$ cat src/rtl/sound_tune_player.sv
// ============================================================================
// sound_tune_player : steps through one of four ROM melodies on tick pulses
// Rev 1.0
// ============================================================================
`default_nettype none

module sound_tune_player #(
  parameter int TUNE_LEN = 8
) (
  input  logic       clk,
  input  logic       resetN,
  input  logic       tick,
  input  logic       start,
  input  logic       stop,
  input  logic [1:0] tune_sel,
  output logic [3:0] tone,
  output logic       sound_on,
  output logic       busy,
  output logic       done
);

  typedef enum logic [0:0] {
    IDLE = 1'b0,
    PLAY = 1'b1
  } state_t;

  localparam logic [2:0] c_LAST_IDX = 3'(TUNE_LEN - 1);

  state_t     state_q;
  logic [2:0] idx_q;
  logic [1:0] sel_q;
  logic [2:0] rem_q;
  logic [3:0] tone_q;
  logic       sound_on_q;
  logic       busy_q;
  logic       done_q;

  logic [6:0] start_entry_d;
  logic [6:0] next_entry_d;
  logic [2:0] next_idx_d;

  // Entry layout is {note[3:0], dur[2:0]}; dur of 0 terminates the tune.
  function automatic logic [6:0] rom_entry(input logic [1:0] s, input logic [2:0] i);
    logic [6:0] e;
    e = 7'd0;
    case (s)
      2'd0: begin
        case (i)
          3'd0:    e = {4'd5, 3'd1};
          3'd1:    e = {4'd9, 3'd1};
          default: e = 7'd0;
        endcase
      end
      2'd1: begin
        case (i)
          3'd0:    e = {4'd12, 3'd2};
          3'd1:    e = {4'd10, 3'd2};
          3'd2:    e = {4'd8,  3'd2};
          3'd3:    e = {4'd5,  3'd3};
          default: e = 7'd0;
        endcase
      end
      2'd2: begin
        case (i)
          3'd0:    e = {4'd1, 3'd1};
          3'd1:    e = {4'd3, 3'd1};
          3'd2:    e = {4'd5, 3'd1};
          3'd3:    e = {4'd8, 3'd2};
          3'd4:    e = {4'd5, 3'd1};
          3'd5:    e = {4'd8, 3'd4};
          default: e = 7'd0;
        endcase
      end
      default: e = i[0] ? {4'd0, 3'd1} : {4'd15, 3'd1};
    endcase
    return e;
  endfunction

  always_comb begin
    next_idx_d    = idx_q + 3'd1;
    start_entry_d = rom_entry(tune_sel, 3'd0);
    next_entry_d  = rom_entry(sel_q, next_idx_d);
  end

  always_ff @(posedge clk or negedge resetN) begin
    if (!resetN) begin
      state_q    <= IDLE;
      idx_q      <= 3'd0;
      sel_q      <= 2'd0;
      rem_q      <= 3'd0;
      tone_q     <= 4'd0;
      sound_on_q <= 1'b0;
      busy_q     <= 1'b0;
      done_q     <= 1'b0;
    end else begin
      done_q <= 1'b0;
      if (state_q == PLAY && stop) begin
        state_q    <= IDLE;
        idx_q      <= 3'd0;
        rem_q      <= 3'd0;
        tone_q     <= 4'd0;
        sound_on_q <= 1'b0;
        busy_q     <= 1'b0;
        done_q     <= 1'b1;
      end else if (start) begin
        // Same load path whether idle or restarting mid-tune.
        sel_q <= tune_sel;
        idx_q <= 3'd0;
        if (start_entry_d[2:0] != 3'd0) begin
          state_q    <= PLAY;
          rem_q      <= start_entry_d[2:0];
          tone_q     <= start_entry_d[6:3];
          sound_on_q <= (start_entry_d[6:3] != 4'd0);
          busy_q     <= 1'b1;
        end else begin
          state_q    <= IDLE;
          rem_q      <= 3'd0;
          tone_q     <= 4'd0;
          sound_on_q <= 1'b0;
          busy_q     <= 1'b0;
          done_q     <= 1'b1;
        end
      end else if (state_q == PLAY && tick) begin
        if (rem_q == 3'd1) begin
          if (idx_q == c_LAST_IDX || next_entry_d[2:0] == 3'd0) begin
            state_q    <= IDLE;
            idx_q      <= 3'd0;
            rem_q      <= 3'd0;
            tone_q     <= 4'd0;
            sound_on_q <= 1'b0;
            busy_q     <= 1'b0;
            done_q     <= 1'b1;
          end else begin
            idx_q      <= next_idx_d;
            rem_q      <= next_entry_d[2:0];
            tone_q     <= next_entry_d[6:3];
            sound_on_q <= (next_entry_d[6:3] != 4'd0);
          end
        end else begin
          rem_q <= rem_q - 3'd1;
        end
      end
    end
  end

  assign tone     = tone_q;
  assign sound_on = sound_on_q;
  assign busy     = busy_q;
  assign done     = done_q;

endmodule

`default_nettype wire

$ cat config.mk
export PLATFORM = sky130hd
export DESIGN_NAME = sound_tune_player
export DESIGN_NICKNAME = d
export VERILOG_FILES = /design/src/rtl/sound_tune_player.sv
export SDC_FILE = /design/constraint.sdc
export NUM_CORES = 1
export LEC_CHECK = 0
export BUFFER_PORTS_ARGS = -buffer_cell sky130_fd_sc_hd__buf_2
export CORE_ASPECT_RATIO = 1.4
export CORE_MARGIN = 1
export CORE_UTILIZATION = 38
export DETAILED_ROUTE_END_ITERATION = 6
export PLACE_DENSITY_LB_ADDON = 0.15
export SLEW_MARGIN = 20
export SYNTH_ARGS = -nofsm -noshare
export SYNTH_HDL_FRONTEND = slang
export SYNTH_SLANG_ARGS = --single-unit
$ cat constraint.sdc
create_clock -name clk -period 2.23 [get_ports clk]
set_input_delay 0.223 -clock clk [delete_from_list [all_inputs] [get_ports clk]]
set_output_delay 0.223 -clock clk [all_outputs]
set_load 0.01 [all_outputs]
=== Word-level counts from Yosys, hierarchy flattened ===
Cells that the tools add are included.
W data, S select, Z words.

* Register bits after elaboration: 15
* Output and inout port bits: 7
* Word-level logic and storage cells: 79

* Add/subtract/negate cells: 2
* Eq/ne operators: 11
* Mux-type cells: 41
* Bitwise operators: 1
* Reduce and logical (&&, ||, !) cells: 17

{| class="wikitable"
|+ Operator list
! kind !! number
|-
| $pmux W7 S3 || 2
|-
| $pmux W7 S5 || 1
|-
| $mux W3 || 11
|-
| $pmux W7 S4 || 1
|-
| $mux W4 || 6
|-
| $mux W1 || 18
|-
| $pmux W7 S2 || 1
|-
| $reduce_bool A3 Y1 || 4
|-
| $eq A3 B3 Y1 const B || 3
|-
| $reduce_bool A4 Y1 || 2
|-
| $mux W7 || 1
|-
| $eq A3 B1 Y1 const B || 2
|-
| $eq A3 B2 Y1 const B || 2
|-
| $logic_not A3 Y1 || 2
|-
| $eq A2 B1 Y1 const B || 2
|-
| $eq A2 B2 Y1 const B || 2
|-
| $logic_not A2 Y1 || 2
|-
| $reduce_and A2 Y1 || 2
|-
| $add A3 B1 Y3 const B || 1
|-
| $reduce_and A3 Y1 || 1
|-
| $sub A3 B1 Y3 const B || 1
|-
| $logic_and A1 B1 Y1 || 2
|-
| $reduce_or A2 Y1 || 1
|-
| $logic_or A1 B1 Y1 || 1
|-
| $not A1 Y1 || 1
|}

=== Depth between registers and ports, before layout ===
Gate-level depths: netlist (run 1).

* Depth in word-level cells: 12
* Gate-level depth with buffers: 8
* Mapped depth without buffers: 7

=== Least setup slack after synthesis (run 1) ===
Ideal clock, no wire load.

* Path type: register to register
* From: register idx_q[0]
* To: register idx_q[0]
* Library setup time: 125 ps
* Data arrival time: 2055 ps
* Slack: 50 ps
* Stages on the path, launching flop included: 9
* Path buffers: 1
* Clock period less this slack: 2180 ps
* Cell sequence: dfrtp_1 > ha_1 > ha_1 > buf_2 > o21ba_2 > o21ai_1 > a41oi_4 > nor3b_4 > mux2_2

* Longest elaborated chain between the ends: 12

{| class="wikitable"
|+ Ends and longest elaborated chain
! item !! RTL line !! source
|-
| start, declared || 30 || <nowiki>logic [2:0] idx_q;</nowiki>
|-
| start signal, assigned || 134 || <nowiki>idx_q <= next_idx_d;</nowiki>
|-
| $add A3 B1 Y3 || 80 || <nowiki>next_idx_d = idx_q + 3'd1;</nowiki>
|-
| $eq A3 B3 Y1 / $eq A3 B2 Y1 (equally long branches) || 64, 55 ||
|-
| $reduce_or A2 Y1 (no source line) || -- ||
|-
| $pmux W7 S5 || 64 || <nowiki>case (i)</nowiki>
|-
| $pmux W7 S3 || 46 || <nowiki>case (s)</nowiki>
|-
| $logic_not A3 Y1 || 125 || <nowiki>if (idx_q == c_LAST_IDX || next_entry_d[2:0] == 3'd0) begin</nowiki>
|-
| $logic_or A1 B1 Y1 || 125 ||
|-
| $mux W3 (*) || 125 ||
|-
| $mux W3 (*) || 124 || <nowiki>if (rem_q == 3'd1) begin</nowiki>
|-
| $mux W3 (*) || 123 || <nowiki>end else if (state_q == PLAY && tick) begin</nowiki>
|-
| $mux W3 (*) || 105 || <nowiki>end else if (start) begin</nowiki>
|-
| $mux W3 (*) || 97 || <nowiki>if (state_q == PLAY && stop) begin</nowiki>
|}

Mark *: on every way between the ends. The rest lies on a longest branch, timed or not. The select of a mux whose other input is x is not followed.
A chain may end at the register's enable or synchronous reset.

=== Final worst setup path (run 1) ===
Ends and elaborated chain as after synthesis.

==> summary.md, run 1 <==
| Metric | Value |
|---|---|
| Final Skew | 0.00124 ns |
| Drt pass-1 iters | 4 |
| Critical Path Sink | idx_q[0]$_DFFE_PN0P_ |
| Final Total Pwr | approximately 1 mW |
| Sequential share of the synthesized area | between 30% and 40% |
| R2R Path End | idx_q[0]$_DFFE_PN0P_ |
| Top-area cell type share of the netlist area | 30.4% |
| Worst min path class | in -> reg |
| Average cell area after synthesis | approximately 9.0 um2 |
| Postcts setup bufs | 0 |
| Clk Latency, worst-skew pair | roughly 0.25 ns |
| Synth warn | 0 |
| Initial Util | about two fifths |
| Peak VDD IR | ~0.38 mV |
| DR iter-0 viols | 29 |
| Clk sinks | 15 |
| Rows | 24 |
| RSZ-0062 raised after global routing | no |
| Largest net degree at the start of global routing | 16 |
| Clock buffer count from CTS | 3 |
| Slew @ Worst Pin | around 0.44 ns |
| Via Count | between 1000 and 1500 |
| Vias per cell | around 5.6 |
| Mapped cell area | 0.00124 mm2 |
| Worst R2R Start | idx_q[0]$_DFFE_PN0P_ |
| #FFs+latches synth | 15 |
| Synth cell types | 47 |
| Outcome | finished, final reports clean |
| Area of the multi-input gates | 860 um2 |
| Wire per inst | 15.4 um |
| Die X | 50.2 um |
| Max-cap violation count | 0 |
| Final Max Tran Viols | 0 |
| Total grt overflow | 0 |
| Root Driver | clkbuf_8 |
| P_leak | about 0.62 nW |
| Post-synth EDFFs | 0 |
| PortBufs | 13 |
| Max FO, Critical Path | 7 |
| Fraction of layout cells with a size suffix above 1 | ~25% |
| DIE HEIGHT | 69.5 um |
| Launch point of the worst path | idx_q[0]$_DFFE_PN0P_ |
| Post-route ant nets | 0 |
| Core area | ~0.0031 mm2 |
| R2R depth | 7 |
| Filler cells | approximately 310 |
| Worst Path Required | 2.37 ns |
| R2r setup slk | around 0.15 ns |
| Vias in the first global route | roughly 1100 |
| First-pass GRT wire length | about 5 mm |
| Final hold slack | 0.272 ns |
| Setup TNS | 0 ns |
| Tcrit/Tclk final | between 90% and 100% |
| Crit path largest cell delay | between 0.3 and 0.4 ns |
| CTS max path bufs | 2 |
| FFs w/ async S/R, synth | 100% |
| Most used flip-flop cell after synthesis | dfrtp_1 |
| Max Freq | between 400 and 500 MHz |
| Slew margin rel. | around 71% |
| Drt total wl | 2.99 mm |
| Endpoints failing setup | 0 |
| Final #Nets | about 170 |
| Top cell type by total area after synthesis | dfrtp_1 |
| Register Area | 375 um2 |
| Worst path cell trace | ha_1 -> ha_4 -> o21ba_2 -> o21ai_1 -> a41oi_4 -> nor3b_4 -> mux2_2 |
| Ant diodes | 0 |
| Pre-CTS worst setup slack | between 0.06 and 0.07 ns |
| CTS tree | yes |
| Initial antenna violation count | 0 |
| Critical Path AT | between 2 and 2.5 ns |
| Global-route total usage across every layer | a little under a fifth |
| Area growth syn-to-layout | 18.8% |
| Die area | 0.00349 mm2 |
| Top cells by area, synth | dfrtp_1 30%, ha_1 9.1%, nand2_1 5.2% |
| Cells after Synth | between 100 and 150 |
| Synthesized net count | between 150 and 200 |
| CP Capture Type | flop |
| Startpoint Class | flop |
| Fin. Hold Viols | 0 |
| # DRC | 0 |
| Final worst slack | 0.147 ns |
| Detailed placement HPWL | 2.32 mm |
| Critical path class | reg -> reg |
| Gpl congestion | 0.907 |
| Power per cell area | 680 mW/mm2 |
| Minimum clock period | 2.08 ns |
| Clock slew at reported path FFs | roughly 0.06 ns |
| Slowest-stage cell, CP | dfrtp_1 |
| Core Util, Final | 47.5% |
| H-tree Lvls | 1 |
| I/O Pins | 14 |
## synthesized netlist by cell type (3+ instances only)
| library cell | count |
|---|---|
| nand3_1 | 4 |
| inv_1 | 7 |
| mux2_2 | 3 |
| a21oi_1 | 5 |
| ha_1 | 9 |
| nor2b_1 | 4 |
| o21ai_1 | 7 |
| nor2_1 | 8 |
| o21ai_0 | 4 |
| nand2b_1 | 3 |
| o31ai_1 | 5 |
| nand2_1 | 17 |
| a31oi_1 | 5 |
| dfrtp_1 | 15 |
## flip-flops by register name, indices dropped and copies added (netlist names)
name and count:
idx_q 3, tone 4, sound_on 1, sel_q 2
done 1, rem_q 3, busy 1
## worst min path at each step
stage,cells past startpoint,slack (ns),start,end
2_1_floorplan,0,-0.07,resetN,busy$_DFFE_PN0P_
3_3_place_gp,1,0.14,resetN,tone[3]$_DFFE_PN0P_
3_5_place_dp,1,0.16,resetN,tone[2]$_DFFE_PN0P_
4_1_cts,2,0.26,tune_sel[1],sel_q[1]$_DFFE_PN0P_
5_1_grt,2,0.27,tune_sel[1],sel_q[1]$_DFFE_PN0P_
6_report,2,0.27,tune_sel[1],sel_q[1]$_DFFE_PN0P_
## cell type report
| type | instances | area share [%] |
|---|---|---|
| multi-input cells | 110 | 58.5 |
| flip-flops and latches | 15 | 25.6 |
| repair buffers | 19 | 7.67 |
| well taps | 39 | 3.32 |
| clock buffers | 3 | 2.81 |
| inverters | 7 | 1.79 |
| clock inverters | 1 | 0.341 |
## timing repair
| item | CTS | global route |
|---|---|---|
| gates resized for setup | 0 | 9 |
| setup endpoints to repair | 0 | 11 |
| hold buffers | 1 | 0 |
| hold endpoints to repair | 15 | 0 |
## layer usage
layer	vias to the layer above	global-route usage [%]	part of all wire, %
met5	-	0	0
met4	0	6.67	1.7
met3	6	2.41	2.3
met2	15	34.4	56
met1	527	21.3	40
li1	546	-	-
## placed cells by master, fill, tap and decap left out, drive strengths merged, types with 5 or more instances in the layout
master / n
inv: 7
ha: 9
nand3: 5
a21oi: 5
nor2: 8
nand2: 17
o31ai: 5
dfrtp: 15
o21ai: 11
a31oi: 6
buf: 18
## metrics by stage
stage          cell area (um2)  std cells
2_1_floorplan             1240        137
3_3_place_gp              1360        189
3_5_place_dp              1360        189
4_1_cts                   1420        194
5_1_grt                   1470        194
6_report                  1470        194
## report_power, final
group          switching [mW]  internal (mW)  total [mW]
combinational           0.219          0.177       0.396
sequential             0.0566          0.323       0.380
clock                   0.100          0.124       0.224
## logic make-up after synthesis
group                    count (synthesis)  synth area share (%)
multiplexers                             5                  4.35
flip-flops                              15                  30.4
AND/OR/NAND/NOR                         51                  23.3
adder cells (fa/ha/maj)                  9                  9.11
buffers and inverters                   12                  4.15
AO/OA/AOI/OAI                           45                  28.7
## worst max-delay path: cells and delay by family (launching register included)
| family | cells | cell delay (ns) |
|---|---|---|
| AO/OA/AOI/OAI | 3 | 0.54 |
| adder cells (fa/ha/maj) | 2 | 0.60 |
| flip-flops | 1 | 0.38 |
| multiplexers | 1 | 0.26 |
| AND/OR/NAND/NOR | 1 | 0.19 |
(Power assumes the default switching activity.)
==> inputs of run 2 (changes only) <==
HOLD_SLACK_MARGIN = 0.05   (was default)
clock period = 2.1 ns   (was 2.23 ns; I/O delays follow)
==> summary.md, run 2 (same netlist as run 1, synthesis figures left out) <==
| Metric | Value |
|---|---|
| Via Count | 1119 (+2.3%) |
| Logic pwr share | 41.1% (+1.5 points) |
| Drt total wl | 2.94 mm (-1.8%) |
| Peak VDD IR | 0.309 mV (-18%) |
| Ant diodes | 0 (unchanged) |
| Post-route ant nets | 0 (unchanged) |
| First-pass GRT wire length | 5.17 mm (+3.0%) |
| Worst path cell trace | ha_4 -> ha_4 -> o21ba_2 -> o21ai_2 -> a41oi_4 -> nor3b_4 -> mux2_4 |
| Clk sinks | 15 (unchanged) |
| DR iter-0 viols | 34 (+17%) |
| Slowest-stage cell, CP | dfrtp_2 |
| R2r setup slk | 0.09 ns (-0.05 ns) |
| Fin. Hold Viols | 0 (unchanged) |
| Crit path largest cell delay | 0.44 ns (+0.06 ns) |
| Launch point of the worst path | idx_q[0]$_DFFE_PN0P_ |
| CTS tree | yes |
| Vias per cell | 5.68 (+0.73%) |
| CTS max path bufs | 2 (unchanged) |
| Drt pass-1 iters | 6 (+2) |
| Core area | 0.00309 mm2 (unchanged) |
| Most frequent cells in the layout | 17 x nand2_1, 13 x dfrtp_1, 13 x buf_2 |
| Net Sw Frac | 37.2% (-0.32 points) |
| Slew @ Worst Pin | 0.339 ns (-0.0968 ns) |
| Clk Latency, worst-skew pair | 0.25 ns (about the same) |
| Max FO, Critical Path | 9 (+2) |
| R2R Path End | idx_q[0]$_DFFE_PN0P_ |
| Final instance area | 0.00153 mm2 (+4.1%) |
| Clock buffer count from CTS | 3 (unchanged) |
| Worst R2R Start | idx_q[0]$_DFFE_PN0P_ |
| Root Driver | clkbuf_8 |
| Most used cell, CP | ha_4 |
| Int Pwr | 0.672 mW (+7.6%) |
| Area of the multi-input gates | 895 um2 (+4.1%) |
| Slew margin rel. | 77.3% (+6.4 points) |
| CP Capture Type | flop |
| Max-cap violation count | 0 (unchanged) |
| Gpl congestion | 0.827 (-8.8%) |
| Rows | 24 (unchanged) |
| Critical Path AT | 2.14 ns (-0.08 ns) |
| Power per cell area | 700 mW/mm2 (+2.9%) |
| CP bufs+invs | 0 (unchanged) |
| Leading cell type in the layout, fill and taps excluded | nand2_1 |
| Delay-heaviest family, CP | adder cells |
| Flop pwr share | 36.9% (-1.1 points) |
| Endpoints failing setup | 0 (unchanged) |
| Area growth syn-to-layout | 23.7% |
| Number of flip-flops in the largest register | 4 (unchanged) |
| Pre-CTS worst setup slack | -0.0000482 ns (-0.0668 ns) |
| WP depth | 7 (unchanged) |
| Final #Nets | 175 (+1.7%) |
| Initial Util | 40.0% (unchanged) |
| I/O Pins | 14 (unchanged) |
| # DRC | 0 (unchanged) |
| Die X | 50.2 um (unchanged) |
| PortBufs | 13 (unchanged) |
| Worst Path Required | 2.23 ns (-0.14 ns) |
| P_leak | 0.637 nW (+2.3%) |
| Minimum clock period | 2.01 ns (-0.0770 ns) |
| Critical Path Sink | idx_q[0]$_DFFE_PN0P_ |
| Register Area | 378 um2 (+0.67%) |
| Global-route total usage across every layer | 18.8% (+0.031 points) |
| Worst min path class | in -> reg |
| Die area | 0.00349 mm2 (unchanged) |
| Final Skew | 0.00414 ns (+0.00291 ns) |
| Largest net degree at the start of global routing | 16 (unchanged) |
| Critical path class | reg -> reg |
| Max Freq | 499 MHz (+3.8%) |
| Startpoint Class | flop |
| Fraction of layout cells with a size suffix above 1 | 29.1% (+4.0 points) |
| Placed cell area | 0.00144 mm2 (+5.5%) |
| Tcrit/Tclk final | 95.5% (+2.1 points) |
| Clock power frac | 22.0% (-0.4 points) |
| Vias in the first global route | 1144 (+5.1%) |
| Initial antenna violation count | 0 (unchanged) |
| Detailed placement HPWL | 2.36 mm (+1.6%) |
| Wire per inst | 14.9 um (-3.3%) |
| Total grt overflow | 0 (unchanged) |
| Filler cells | 297 (-4.8%) |
| Final worst slack | 0.0944 ns (-0.0530 ns) |
| R2R depth | 7 (unchanged) |
| H-tree Lvls | 1 (unchanged) |
| Clock slew at reported path FFs | 0.06 ns (about the same) |
| DIE HEIGHT | 69.5 um (unchanged) |
| Final Max Tran Viols | 0 (unchanged) |
| Net Sw Power | 0.399 mW (+6.2%) |
| Outcome | finished, final reports clean |
run 2: changes by cell type in the layout (fill, tap and decap cells not counted):
cell / delta
dfrtp_1: -2
mux2_4: +1
dfrtp_2: +2
nor3b_4: +1
ha_4: +2
nor3b_2: -1
buf_4: +3
mux2_2: -1
ha_1: -2
run 2: per-layer routing:
metal	global-route usage, %	vias up	wire length (um)
li1	-	550	-
met1	22.2	530	1250
met2	32.6	29	1500
met3	2.41	10	94
met4	8.57	0	87
met5	0	-	0
run 2: worst min path at each step:
stage | startpoint | endpoint | slack (ns) | cells after the start
2_1_floorplan | resetN | busy$_DFFE_PN0P_ | -0.09 | 0
3_3_place_gp | resetN | rem_q[2]$_DFFE_PN0P_ | 0.13 | 1
3_5_place_dp | resetN | rem_q[2]$_DFFE_PN0P_ | 0.14 | 1
4_1_cts | stop | sound_on$_DFFE_PN0P_ | 0.26 | 2
5_1_grt | stop | sound_on$_DFFE_PN0P_ | 0.27 | 2
6_report | stop | sound_on$_DFFE_PN0P_ | 0.27 | 2
run 2: area by class of cell:
| type | instances | share of cell area, % |
|---|---|---|
| multi-input cells | 110 | 58.5 |
| flip-flops and latches | 15 | 24.7 |
| repair buffers | 22 | 8.84 |
| well taps | 39 | 3.19 |
| clock buffers | 3 | 2.70 |
| inverters | 7 | 1.72 |
| clock inverters | 1 | 0.327 |
run 2: worst register-to-register path, stage by stage, from the launching register on:
cell and delay (ns):
dfrtp_2 0.44, ha_4 0.19, ha_4 0.33, o21ba_2 0.18, o21ai_2 0.15, a41oi_4 0.14, nor3b_4 0.20, mux2_4 0.27
run 2: repair_timing:
action / in CTS / in global routing
hold endpoints to repair: 15 / 0
gates resized for setup: 2 / 5
hold buffers: 1 / 0
setup endpoints to repair: 3 / 5
pin swaps: 1 / 4
buffers inserted: 0 / 0
run 2: power by group through the flow:
stage,Clock [mW],Combinational (mW),Sequential (mW)
after floorplan,0,0.293,0.404
after global placement,0,0.425,0.397
after detailed placement,0,0.429,0.400
after CTS,0.245,0.434,0.396
after global routing,0.260,0.491,0.405
final,0.235,0.440,0.395
run 2: stage by stage:
| stage | hold slack, ns | TNS, ns | utilization, % | std cells | total power, mW |
|---|---|---|---|---|---|
| floorplan | -0.0856 | 0 | - | 137 | 0.697 |
| global placement | 0.130 | 0 | 46.5 | 192 | 0.823 |
| detailed placement | 0.137 | -0.0000482 | 46.5 | 192 | 0.830 |
| CTS | 0.264 | 0 | 48.5 | 197 | 1.07 |
| global route | 0.273 | -0.0285 | 49.4 | 197 | 1.16 |
| finish | 0.268 | 0 | 49.4 | 197 | 1.07 |
==> inputs of run 3 (changes only) <==
BUFFER_PORTS_ARGS = -buffer_cell sky130_fd_sc_hd__clkbuf_2   (was -buffer_cell sky130_fd_sc_hd__buf_2)
clock period = 1.6 ns   (was 2.1 ns; I/O delays follow)
==> summary.md, run 3 (same netlist as run 1, synthesis figures left out) <==
| Metric | Value |
|---|---|
| First-pass GRT wire length | 5.89 mm (+14%) |
| Total grt overflow | 0 (unchanged) |
| CP Capture Type | flop |
| DR iter-0 viols | 13 (-62%) |
| Worst Path Required | 1.74 ns (-0.49 ns) |
| Initial antenna violation count | 0 (unchanged) |
| Ant diodes | 0 (unchanged) |
| Failing checks | design-rule violations, negative setup slack |
| Gpl congestion | 0.914 (+10%) |
| Number of flip-flops in the largest register | 4 (unchanged) |
| Critical Path Sink | idx_q[0]$_DFFE_PN0P_ |
| Max Freq | 503 MHz (+0.88%) |
| Die X | 50.2 um (unchanged) |
| Drt total wl | 3.44 mm (+17%) |
| Vias in the first global route | 1256 (+9.8%) |
| Final Skew | 0.00528 ns (+0.00113 ns) |
| Vias per cell | 5.41 (-4.7%) |
| Final Max Tran Viols | 0 (unchanged) |
| Peak VDD IR | 0.618 mV (+100%) |
| Core area | 0.00309 mm2 (unchanged) |
| DIE HEIGHT | 69.5 um (unchanged) |
| Finished Layout Cells | 224 (+14%) |
| Max-cap violation count | 0 (unchanged) |
| # DRC | 1 (+1) |
| Final worst slack | -0.388 ns (-0.483 ns) |
| Clock slew at reported path FFs | 0.06 ns (about the same) |
| I/O Pins | 14 (unchanged) |
| Rows | 24 (unchanged) |
| R2r setup slk | -0.39 ns (-0.48 ns) |
| Initial Util | 40.0% (unchanged) |
| RSZ-0062 raised after global routing | yes |
| Critical path class | reg -> reg |
| Root Driver | clkbuf_8 |
| Final hold slack | 0.202 ns (-0.0657 ns) |
| Final #Nets | 202 (+15%) |
| Pre-CTS worst setup slack | -0.563 ns (-0.563 ns) |
| Post-route ant nets | 0 (unchanged) |
| R2R depth | 7 (unchanged) |
| H-tree Lvls | 1 (unchanged) |
| Drt pass-1 iters | 6 (unchanged) |
| Largest net degree at the start of global routing | 16 (unchanged) |
| Fin. Hold Viols | 0 (unchanged) |
| Launch point of the worst path | idx_q[0]$_DFFE_PN0P_ |
| Outcome | complete, but fails checks |
| Final instance area | 0.00186 mm2 (+22%) |
| Worst min path class | in -> reg |
| Placed cell area | 0.00160 mm2 (+11%) |
| Detailed placement HPWL | 2.60 mm (+10%) |
| Hold_sp | tune_sel[1] |
| Clk Latency, worst-skew pair | 0.25 ns (about the same) |
| Most frequent cells in the layout | 31 x buf_4, 16 x nand2_1, 13 x dfrtp_1, 13 x clkbuf_2, 8 x nor2_1 |
| Leading cell type in the layout, fill and taps excluded | buf_4 |
| Clk sinks | 15 (unchanged) |
| Fraction of layout cells with a size suffix above 1 | 49.2% (+20 points) |
| P_leak | 0.789 nW (+24%) |
| Startpoint Class | flop |
| Clock buffer count from CTS | 3 (unchanged) |
| Max FO, Critical Path | 6 (-3) |
| Global-route total usage across every layer | 22.0% (+3.2 points) |
| Endpoints failing setup | 13 (+13) |
| Critical Path AT | 2.13 ns (about the same) |
| CTS max path bufs | 2 (unchanged) |
| Wire per inst | 15.4 um (+3.2%) |
| Via Count | 1212 (+8.3%) |
| Die area | 0.00349 mm2 (unchanged) |
| Minimum clock period | 1.99 ns (-0.0174 ns) |
| R2R Path End | idx_q[0]$_DFFE_PN0P_ |
| Slew @ Worst Pin | 0.401 ns (+0.0613 ns) |
| Area growth syn-to-layout | 50.5% |
| Slew margin rel. | 73.3% (-4.0 points) |
| CTS tree | yes |
| # placed instances | 213 (+11%) |
| PortBufs | 13 (unchanged) |
| Tcrit/Tclk final | 124% (+29 points) |
| Power per cell area | 868 mW/mm2 (+24%) |
| Worst R2R Start | idx_q[0]$_DFFE_PN0P_ |
==> run 3: cell count changes in the layout (fill, tap and decap cells not counted), sizes merged <==
| cell | previous run | this run |
|---|---|---|
| buf | 21 | 35 |
| clkbuf | 3 | 17 |
| clkinv | 1 | 0 |
==> run 3: layout make-up <==
cell class / instances / area [um2]
Multi-Input combinational cell: 110 / 1010
Tap cell: 39 / 48.8
Fill cell: 282 / 1230
Sequential cell: 15 / 378
Timing Repair Buffer: 49 / 353
Clock buffer: 4 / 45.0
Inverter: 7 / 26.3
==> run 3: how the worst min path moves through the flow <==
stage                           endpoint  cells past startpoint
global placement     tone[2]$_DFFE_PN0P_                      1
detailed placement        done$_DFF_PN0_                      1
global route        sel_q[1]$_DFFE_PN0P_                      2
floorplan               busy$_DFFE_PN0P_                      0
CTS                 sel_q[1]$_DFFE_PN0P_                      2
finish              sel_q[1]$_DFFE_PN0P_                      2
==> run 3: per-stage QoR <==
step           total power [mW]  TNS (ns)  utilization (%)
5_1_grt                    1.73     -4.94             60.2
4_1_cts                    1.58     -4.23             57.3
6_report                   1.62     -3.95             60.2
3_3_place_gp               1.20     -4.73             51.7
2_1_floorplan             0.916     -3.84                -
3_5_place_dp               1.21     -5.29             51.7
==> run 3: what timing repair did <==
action,CTS,global route
pin swaps,4,16
endpoints found under the hold margin,15,0
endpoints found under the setup margin,13,13
hold buffers,1,0
setup buffers,2,4
gates resized for setup,24,14
==> run 3: critical path, stage by stage (launching register included) <==
cell and delay, ns:
dfrtp_2 0.43, ha_4 0.18, ha_4 0.32, o21ba_2 0.18, o21ai_2 0.16, a41oi_4 0.14
nor3b_4 0.19, mux2_4 0.27
==> run 3: layer usage <==
metal  share of wire, %  wire [um]  GRT usage [%]  vias to the layer above
li1                   -          -              -                      602
met5                  0          0              0                        -
met4                2.4         83           10.2                        0
met1                 42       1450           25.7                      587
met2                 54       1850           39.1                       16
met3                1.5         52           1.97                        7
==> run 3: power breakdown <==
part           internal (mW)  switching [mW]  leakage [nW]
logic                  0.392           0.390         0.583
registers              0.452          0.0655         0.184
clock network          0.177           0.139        0.0228
